**config.mk**
```make
export PLATFORM = sky130hd
export DESIGN_NAME = mem_stage_flat
export DESIGN_NICKNAME = d
export VERILOG_FILES = /design/src/rtl/mem_stage_if.sv /design/src/rtl/mem_stage.sv /design/src/flat_wrapper.sv
export SDC_FILE = /design/constraint.sdc
export NUM_CORES = 1
export LEC_CHECK = 0
export CORE_AREA = 2 2 211 213
export CTS_CLUSTER_DIAMETER = 80
export DETAILED_ROUTE_END_ITERATION = 10
export DIE_AREA = 0 0 213 215
export PLACE_DENSITY = 0.63
export SETUP_SLACK_MARGIN = 0.2
export SLEW_MARGIN = 5
export SYNTH_ARGS = -nofsm -noshare
export SYNTH_HDL_FRONTEND = slang
export SYNTH_SLANG_ARGS = --single-unit
```
**constraint.sdc**
```tcl
create_clock -name clk -period 1.5 [get_ports clk]
set_clock_uncertainty 0.05 [all_clocks]
set_input_delay 0.15 -clock clk [delete_from_list [all_inputs] [get_ports clk]]
set_output_delay 0.15 -clock clk [all_outputs]
set_load 0.02 [all_outputs]
```
**src/rtl/mem_stage_if.sv**
```systemverilog
// Data-memory request/acknowledge bus between the MEM stage (master) and data memory (slave).
interface mem_stage_if;
  localparam int unsigned XLEN = 64;

  logic            dmem_req;
  logic            dmem_we;
  logic [XLEN-1:0] dmem_addr;
  logic [XLEN-1:0] dmem_wdata;
  logic            dmem_ack;
  logic [XLEN-1:0] dmem_rdata;

  modport master (
    output dmem_req, dmem_we, dmem_addr, dmem_wdata,
    input  dmem_ack, dmem_rdata
  );

  modport slave (
    input  dmem_req, dmem_we, dmem_addr, dmem_wdata,
    output dmem_ack, dmem_rdata
  );
endinterface

```
**src/rtl/mem_stage.sv**
```systemverilog
// ARMv8 MEM stage: branch resolve, variable-latency data-memory FSM with stall, MEM/WB register.
// Optional busy-timeout watchdog enabled by defining MEM_TIMEOUT_EN.
module mem_stage #(
  parameter int unsigned TIMEOUT_CYC = 16
) (
  input  logic              clk,
  input  logic              rst,
  input  logic [3:0]        mem_flags,
  input  logic [63:0]       mem_result,
  input  logic [63:0]       mem_reg2,
  input  logic [4:0]        mem_waddr,
  input  logic              mem_MemRead,
  input  logic              mem_MemWrite,
  input  logic              mem_MemtoReg,
  input  logic              mem_RegWrite,
  input  logic [63:0]       mem_add_result,
  input  logic              mem_isZeroBranch,
  input  logic              mem_isNZBranch,
  input  logic              mem_isUnconBranch,
  mem_stage_if.master       dmem,
  output logic              stall_req,
  output logic              pc_src,
  output logic [63:0]       branch_target,
  output logic [63:0]       wb_wdata,
  output logic [4:0]        wb_waddr,
  output logic              wb_RegWrite,
  output logic              bus_err
);
  localparam int unsigned XLEN = 64;
  localparam int unsigned RW   = 5;

  typedef enum logic [1:0] {ST_IDLE, ST_BUSY, ST_DONE} state_e;

  state_e          r_state, w_state_nxt;
  logic            w_acc, w_start, w_timeout;
  logic [XLEN-1:0] r_addr, r_wdata, r_rdata;
  logic            r_we;
  logic [XLEN-1:0] r_wb_wdata;
  logic [RW-1:0]   r_wb_waddr;
  logic            r_wb_regwrite;
  logic            w_unused_flags;

  assign w_acc          = mem_MemRead | mem_MemWrite;
  assign w_unused_flags = ^{mem_flags[3], mem_flags[1:0]};

  // Stall is forced low while reset is asserted so the front end is released at once.
  assign stall_req = rst & (((r_state == ST_IDLE) & w_acc) | (r_state == ST_BUSY));

  assign pc_src        = mem_isUnconBranch | (mem_isZeroBranch & mem_flags[2]) |
                         (mem_isNZBranch & ~mem_flags[2]);
  assign branch_target = mem_add_result;

  assign dmem.dmem_req   = (r_state == ST_BUSY);
  assign dmem.dmem_we    = r_we;
  assign dmem.dmem_addr  = r_addr;
  assign dmem.dmem_wdata = r_wdata;

  assign wb_wdata    = r_wb_wdata;
  assign wb_waddr    = r_wb_waddr;
  assign wb_RegWrite = r_wb_regwrite;

  always_ff @(posedge clk or negedge rst) begin
    if (!rst) r_state <= ST_IDLE;
    else      r_state <= w_state_nxt;
  end

  always_comb begin
    w_state_nxt = r_state;
    w_start     = 1'b0;
    case (r_state)
      ST_IDLE: if (w_acc) begin
        w_state_nxt = ST_BUSY;
        w_start     = 1'b1;
      end
      ST_BUSY: if (dmem.dmem_ack || w_timeout) w_state_nxt = ST_DONE;
      ST_DONE: w_state_nxt = ST_IDLE;
      default: w_state_nxt = ST_IDLE;
    endcase
  end

  // Request fields, read-data capture and MEM/WB register.
  always_ff @(posedge clk or negedge rst) begin
    if (!rst) begin
      r_addr        <= '0;
      r_wdata       <= '0;
      r_we          <= 1'b0;
      r_rdata       <= '0;
      r_wb_wdata    <= '0;
      r_wb_waddr    <= '0;
      r_wb_regwrite <= 1'b0;
    end else begin
      if (w_start) begin
        r_addr  <= mem_result;
        r_wdata <= mem_reg2;
        r_we    <= mem_MemWrite & ~mem_MemRead;
      end
      if (r_state == ST_BUSY) begin
        if (dmem.dmem_ack)  r_rdata <= dmem.dmem_rdata;
        else if (w_timeout) r_rdata <= '0;
      end
      if (!stall_req) begin
        r_wb_wdata    <= mem_MemtoReg ? r_rdata : mem_result;
        r_wb_waddr    <= mem_waddr;
        r_wb_regwrite <= mem_RegWrite;
      end else begin
        r_wb_regwrite <= 1'b0;
      end
    end
  end

`ifdef MEM_TIMEOUT_EN
  localparam logic [7:0] TO_LAST = 8'(TIMEOUT_CYC - 1);

  logic [7:0] r_cnt;
  logic       r_bus_err;

  // Fires on the BUSY cycle that would bring the count to TIMEOUT_CYC.
  assign w_timeout = (r_state == ST_BUSY) & ~dmem.dmem_ack & (r_cnt == TO_LAST);
  assign bus_err   = r_bus_err;

  always_ff @(posedge clk or negedge rst) begin
    if (!rst) begin
      r_cnt     <= '0;
      r_bus_err <= 1'b0;
    end else begin
      if (w_start)                                       r_cnt <= '0;
      else if ((r_state == ST_BUSY) && !dmem.dmem_ack)   r_cnt <= r_cnt + 8'd1;
      if (w_timeout) r_bus_err <= 1'b1;
    end
  end
`else
  logic [7:0] w_unused_to;

  assign w_unused_to = 8'(TIMEOUT_CYC);
  assign w_timeout   = 1'b0;
  assign bus_err     = 1'b0;
`endif
endmodule

```
**src/flat_wrapper.sv**
```systemverilog
// flat-port wrapper written by rule: the top's interface ports become plain ports
module mem_stage_flat 
#(
  parameter int unsigned TIMEOUT_CYC = 16
)
  (clk, rst, mem_flags, mem_result, mem_reg2, mem_waddr, mem_MemRead, mem_MemWrite, mem_MemtoReg, mem_RegWrite, mem_add_result, mem_isZeroBranch, mem_isNZBranch, mem_isUnconBranch, stall_req, pc_src, branch_target, wb_wdata, wb_waddr, wb_RegWrite, bus_err, dmem_dmem_req, dmem_dmem_we, dmem_dmem_addr, dmem_dmem_wdata, dmem_dmem_ack, dmem_dmem_rdata);
  mem_stage_if dmem_i ();
  input  logic clk;
  input  logic rst;
  input  logic [3:0] mem_flags;
  input  logic [63:0] mem_result;
  input  logic [63:0] mem_reg2;
  input  logic [4:0] mem_waddr;
  input  logic mem_MemRead;
  input  logic mem_MemWrite;
  input  logic mem_MemtoReg;
  input  logic mem_RegWrite;
  input  logic [63:0] mem_add_result;
  input  logic mem_isZeroBranch;
  input  logic mem_isNZBranch;
  input  logic mem_isUnconBranch;
  output logic stall_req;
  output logic pc_src;
  output logic [63:0] branch_target;
  output logic [63:0] wb_wdata;
  output logic [4:0] wb_waddr;
  output logic wb_RegWrite;
  output logic bus_err;
  output wire logic [$bits(dmem_i.dmem_req)-1:0] dmem_dmem_req;
  output wire logic [$bits(dmem_i.dmem_we)-1:0] dmem_dmem_we;
  output wire logic [$bits(dmem_i.dmem_addr)-1:0] dmem_dmem_addr;
  output wire logic [$bits(dmem_i.dmem_wdata)-1:0] dmem_dmem_wdata;
  input wire logic [$bits(dmem_i.dmem_ack)-1:0] dmem_dmem_ack;
  input wire logic [$bits(dmem_i.dmem_rdata)-1:0] dmem_dmem_rdata;
  assign dmem_dmem_req = dmem_i.dmem_req;
  assign dmem_dmem_we = dmem_i.dmem_we;
  assign dmem_dmem_addr = dmem_i.dmem_addr;
  assign dmem_dmem_wdata = dmem_i.dmem_wdata;
  assign dmem_i.dmem_ack = dmem_dmem_ack;
  assign dmem_i.dmem_rdata = dmem_dmem_rdata;
  mem_stage #(.TIMEOUT_CYC(TIMEOUT_CYC)) u_core (.clk(clk), .rst(rst), .mem_flags(mem_flags), .mem_result(mem_result), .mem_reg2(mem_reg2), .mem_waddr(mem_waddr), .mem_MemRead(mem_MemRead), .mem_MemWrite(mem_MemWrite), .mem_MemtoReg(mem_MemtoReg), .mem_RegWrite(mem_RegWrite), .mem_add_result(mem_add_result), .mem_isZeroBranch(mem_isZeroBranch), .mem_isNZBranch(mem_isNZBranch), .mem_isUnconBranch(mem_isUnconBranch), .dmem(dmem_i), .stall_req(stall_req), .pc_src(pc_src), .branch_target(branch_target), .wb_wdata(wb_wdata), .wb_waddr(wb_waddr), .wb_RegWrite(wb_RegWrite), .bus_err(bus_err));
endmodule
```
==> results of run 1 <==
## area by class of cell
cell class | instances | area [sq um]
repair buffers | 543 | 6220
clock buffers | 46 | 882
fillers | 4003 | 24900
multi-input cells | 337 | 4190
inverters | 4 | 20.0
well taps | 592 | 741
flip-flops and latches | 265 | 6630
clock inverters | 8 | 93.8
## registers in the layout, summed over array words and instances, names as in the netlist
register	count
u_core.dmem.dmem_we	1
u_core.r_state	2
u_core.wb_wdata	64
u_core.dmem.dmem_addr	64
u_core.r_rdata	64
u_core.dmem.dmem_wdata	64
u_core.wb_RegWrite	1
u_core.wb_waddr	5
## cell usage in the layout (no fill, tap or decap), types with 5 or more instances in the layout
cell type          n
clkbuf_1          10
clkbuf_16         45
mux2_2           213
clkdlybuf4s50_1  203
dfrtp_1          264
clkbuf_8           5
mux2_4           109
buf_8             14
buf_12            20
buf_4             67
clkinv_2           5
buf_6            209
buf_16            12
## power by group through the flow
stage	combinational (W)	clock (W)	sequential [W]
4_1_cts	0.0199	0.00759	0.0132
5_1_grt	0.0229	0.00789	0.0136
6_report	0.0218	0.00733	0.0132
3_3_place_gp	0.0175	0	0.0126
3_5_place_dp	0.0177	0	0.0127
2_1_floorplan	0.00697	0	0.0157
## cell families (layout without fill, tap and decap cells)
kind of cell    Yosys count  count (layout)  synth area share
compound gates            6               6           0.00536
buf+inv                 104             601            0.0737
flops                   265             265             0.592
mux                     325             325             0.327
other cells               1               1          0.000335
simple gates              5               5           0.00246
## layer usage
layer / share of wire / global-route usage
met5: 0 / 0
met4: 0.031 / 0.0406
met3: 0.085 / 0.0520
met2: 0.48 / 0.235
met1: 0.41 / 0.164
## worst max path at each step
stage | startpoint | endpoint | slack, ns | cells past startpoint
floorplan | u_core.r_state[0]$_DFFE_PN0P_ | u_core.dmem.dmem_addr[17]$_DFFE_PN0P_ | -0.05 | 5
global placement | mem_MemRead | stall_req | -0.45 | 5
detailed placement | mem_MemRead | u_core.wb_wdata[29]$_DFFE_PN0N_ | -0.46 | 5
CTS | u_core.r_state[0]$_DFFE_PN0P_ | stall_req | -0.41 | 4
global route | u_core.r_state[0]$_DFFE_PN0P_ | stall_req | -0.40 | 4
finish | u_core.r_state[0]$_DFFE_PN0P_ | stall_req | -0.34 | 4
## worst reg2reg max path, cell delays in order, from the launching register on
cell and delay [ns]:
dfrtp_1 0.41, o311ai_4 0.32, buf_4 0.18, buf_6 0.09, buf_12 0.11, buf_12 0.11
buf_16 0.12, mux2_4 0.30
## repair_timing
| item | in CTS | in global routing |
|---|---|---|
| hold endpoints to repair | 265 | 0 |
| hold buffers | 2 | 0 |
| gates cloned | 8 | 18 |
| setup endpoints to repair | 464 | 465 |
| pin swaps | 2 | 1 |
| gates resized for setup | 1263 | 40 |
| buffers inserted | 39 | 32 |
## stage by stage
step	hold WS [ns]	cell area, sq um	total power, W
finish	0.121	18800	0.0424
global route	0.0986	18800	0.0445
CTS	0.0848	18000	0.0407
detailed placement	0.0272	16000	0.0304
global placement	0.0256	16000	0.0301
floorplan	-0.196	11600	0.0227
==> results.yml, run 1 <==
place:
  dp.cells: 1642
  finalWeightedCongestion: 0.741
  io_buffers: 409
  hpwl_mm: 22.2
  place_ws_ns: -0.462
logic_synthesis:
  ys_async_sr_fraction: 1.00
  synth-seq-cells: 265
  synth_cells: 706
  ys.warnings.count: 0
  yosysTopAreaCell: "dfrtp_1"
  synth.area.top_cells: "dfrtp_1 59%, mux2_2 32%, buf_4 4.6%"
  synth_top_area_share: 0.592
  syn_nets: 981
  yosys-top-cells-count: "319 x mux2_2, 265 x dfrtp_1, 69 x buf_4"
  yosysMostFrequentCell: "mux2_2"
  synth_edf_count: 0
  avgSynthCellArea_sq_um: 15.9
  synth_ff_type: "dfrtp_1"
  yosysSeqAreaShare: 0.592
  syn-cell-area_sq_mm: 0.0112
  ys_types: 18
timing:
  post-route-period-util: 1.23
  slew_violations: 0
  fin_setup_tns_ns: -61.32
  hold_viol: 0
  finalSetupViolations: 266
  relSlewSlack: 0.424
  tightest_slew_ns: 0.864
  timing.fmax_mhz: 543
  rsz0062_at_grt: "true"
  worst_slack_ns: -0.341
  finalCriticalPeriod_ns: 1.84
power_and_ir_drop:
  cellPowerDensity_mw_per_mm2: 2260
  pwr-share-comb: 0.515
  p_int_w: 0.0284
  p_sw_w: 0.0140
  leakage_nw: 8.48
  peakVddDrop_mv: 1.47
  share_seq_of_total_power: 0.312
  swShare: 0.330
  p_clk_frac: 0.173
worst_hold_path:
  holdPathStages: 2
  whs_endpoint: "u_core.wb_RegWrite$_DFF_PN0_"
  worstHoldStart: "mem_RegWrite"
  min-delay-path-class: "primary input to register"
clocking:
  clk_path_buf_depth: 3
  path_clk_slew_ns: 0.06
  cts.sinks: 265
  cts_tree: "built"
  cts_root_buf: "clkbuf_16"
  cts-buffers-inserted: 31
  htreeDepth: 1
  clock_latency_ns: 0.57
routing:
  drt-initial-drc-count: 256
  antenna_left: 0
  drc: 0
  vias: 7510
  firstDrtPassIters: 4
  totalWireLength_mm: 34.9
  via_per_inst: 4.18
  drt-wirelength-per-cell_microns: 19.4
grt:
  grt_max_degree: 133
  grt_pass1_vias: 8210
  globalRouteOverflowTotal: 0
  grt_pass1_wl_mm: 49.4
  antenna_found_initial: 0
  grt_use_total: 0.139
setup_path:
  crit_required_ns: 1.30
  path_buf_inv: 3
  cp_max_fo: 2
  rr_worst_depth: 7
  crit_type: "register to output pin"
  crit_chain: "o311ai_4 > buf_12 > clkinv_4 > buf_6"
  reg2reg_from: "u_core.r_state[0]$_DFFE_PN0P_"
  r2r-end: "u_core.wb_wdata[54]$_DFFE_PN0N_"
  critPathTopFamily: "flip-flops"
  cp-start-kind: "register"
  slowest_delay_ns: 0.41
  critPathSlowestCell: "dfrtp_1"
  end_kind: "output pin"
  cp.arrival_ns: 1.64
  r2r_setup_slack_ns: -0.32
floorplanning:
  die_h_microns: 215
  initial_utilization: 0.257
  die_area_sq_mm: 0.0458
  die_w_microns: 213
  core_region_area_sq_mm: 0.0436
  top_level_ports: 542
  rows: 77
finish:
  antenna_cells: 0
  nets: 1457
  drive_above_1_share: 0.589
  fin_cells: 1795
  postLayoutCoreUtil: 0.430
  area_growth_pct: 67.5
status:
  violations: "setup timing"
  outcome: "finished with violations"
job:
  drv_cap: 0
Note: power is estimated with default switching activity, not from simulation.
==> run 2, diff against run 1 <==
--- a/config.mk
+++ b/config.mk
@@ -6,7 +6,6 @@
 export NUM_CORES = 1
 export LEC_CHECK = 0
 export CORE_AREA = 2 2 211 213
-export CTS_CLUSTER_DIAMETER = 80
 export DETAILED_ROUTE_END_ITERATION = 10
 export DIE_AREA = 0 0 213 215
 export PLACE_DENSITY = 0.63
==> run 2 against run 1 <==
Via count decreased by 1.2%. Sequential cell count unchanged. Cell area decreased by 1.9%. The run still ends with setup timing left. Largest cell class unchanged. Final cell count decreased by 1.3%. Sequential share of layout area increased by 0.67 points. Combinational power decreased by 2%.
==> results.yml, run 2 (synthesized netlist as in run 1, its figures left out) <==
grt:
  grt_pass1_vias: 8119
  grt_pass1_wl_mm: 48.2
  grt_max_degree: 133
  antenna_found_initial: 0
  grt_use_total: 0.136
  globalRouteOverflowTotal: 0
clocking:
  cts_root_buf: "clkbuf_16"
  cts_tree: "built"
  cts.sinks: 265
  cts-buffers-inserted: 31
  clk_path_buf_depth: 3
  clock_latency_ns: 0.59
  path_clk_slew_ns: 0.06
  htreeDepth: 1
floorplanning:
  die_h_microns: 215
  core_region_area_sq_mm: 0.0436
  top_level_ports: 542
  rows: 77
  die_area_sq_mm: 0.0458
  die_w_microns: 213
  initial_utilization: 0.257
setup_path:
  cp_max_fo: 7
  crit_required_ns: 1.89
  crit_type: "register to register"
  r2r_setup_slack_ns: -0.36
  cp.arrival_ns: 2.26
  end_kind: "register"
  cp-start-kind: "register"
timing:
  rsz0062_at_grt: "true"
  slew_violations: 0
  relSlewSlack: 0.469
  tightest_slew_ns: 0.796
  timing.hold.ws_ns: 0.109
  finalSetupViolations: 265
  hold_viol: 0
  timing.fmax_mhz: 537
  finalCriticalPeriod_ns: 1.86
  worst_slack_ns: -0.363
  post-route-period-util: 1.24
routing:
  via_per_inst: 4.19
  antenna_left: 0
  drt-initial-drc-count: 261
  drc: 0
  firstDrtPassIters: 4
  drt-wirelength-per-cell_microns: 19.6
  totalWireLength_mm: 34.7
  vias: 7419
place:
  finalWeightedCongestion: 0.741
  io_buffers: 409
  place_ws_ns: -0.462
  hpwl_mm: 22.2
power_and_ir_drop:
  p_total_w: 0.0416
  leakage_nw: 8.30
  peakVddDrop_mv: 1.14
  cellPowerDensity_mw_per_mm2: 2260
status:
  outcome: "finished with violations"
  violations: "setup timing"
finish:
  drive_above_1_share: 0.579
  nets: 1433
  antenna_cells: 0
  area_growth_pct: 64.4
  final_cell_mix: "264 x dfrtp_1, 211 x buf_6, 204 x mux2_2"
  postLayoutCoreUtil: 0.422
  mostFrequentLayoutCell: "dfrtp_1"
worst_hold_path:
  min-delay-path-class: "primary input to register"
job:
  drv_cap: 0
-- run 2: cell types whose count changed in the layout (fill, tap and decap cells not counted), sizes merged --
cell	delta
buf	-24
bufinv	-2
clkbuf	+2
clkinv	-2
clkinvlp	+1
inv	+1
nand2	+1
-- run 2: layout make-up --
type	count	area (sq um)
Sequential cell	265	6630
Fill cell	4023	25200
Clock buffer	49	893
Timing Repair Buffer	518	5850
Tap cell	592	741
Multi-Input combinational cell	338	4250
Clock inverter	6	51.3
Inverter	4	17.5
-- run 2: worst paths after layout --
path / startpoint / depth (start not counted) / end
max in group asynchronous: rst / 4 / u_core.dmem.dmem_wdata[22]$_DFFE_PN0P_
max reg2reg: u_core.r_state[0]$_DFFE_PN0P_ / 6 / u_core.dmem.dmem_wdata[28]$_DFFE_PN0P_
max: u_core.r_state[0]$_DFFE_PN0P_ / 6 / u_core.dmem.dmem_wdata[28]$_DFFE_PN0P_
min reg2reg: u_core.r_rdata[51]$_DFFE_PN0P_ / 1 / u_core.r_rdata[51]$_DFFE_PN0P_
min: mem_RegWrite / 2 / u_core.wb_RegWrite$_DFF_PN0_
min in group asynchronous: rst / 4 / u_core.r_rdata[9]$_DFFE_PN0P_
-- run 2: worst max-delay path, stage by stage (launching register included) --
cell,delay (ns)
dfrtp_1,0.42
buf_4,0.16
nor2_4,0.09
o21a_4,0.28
clkbuf_16,0.24
clkbuf_16,0.15
mux2_2,0.32
-- run 2: timing repair --
item,CTS,global route
hold endpoints to repair,265,0
pin swaps,2,2
setup buffers,32,20
gates resized for setup,1245,58
cloned,3,18
hold buffers,2,0
setup endpoints to repair,464,464
-- run 2: routing by layer --
metal,part of all wire,GRT usage,routed length [microns],up-vias
met3,0.085,0.0529,2950,59
met1,0.41,0.161,14200,3745
met2,0.48,0.226,16600,289
li1,-,-,-,3326
met4,0.027,0.0396,933,0
met5,0,0,0,-
-- run 2: where the power goes --
group / switching [W] / total (W) / internal [W]
Clock: 0.00302 / 0.00708 / 0.00406
Sequential: 0.00248 / 0.0132 / 0.0108
Combinational: 0.00852 / 0.0213 / 0.0128
-- run 2: per-stage QoR --
stage                     cells  instance area (sq um)  TNS, ns
after CTS                  1734                  17600   -49.62
final                      1772                  18400   -70.48
after global placement     1642                  16000   -74.97
after floorplan             706                  11600    -9.73
after detailed placement   1642                  16000   -76.29
after global routing       1772                  18400   -82.14
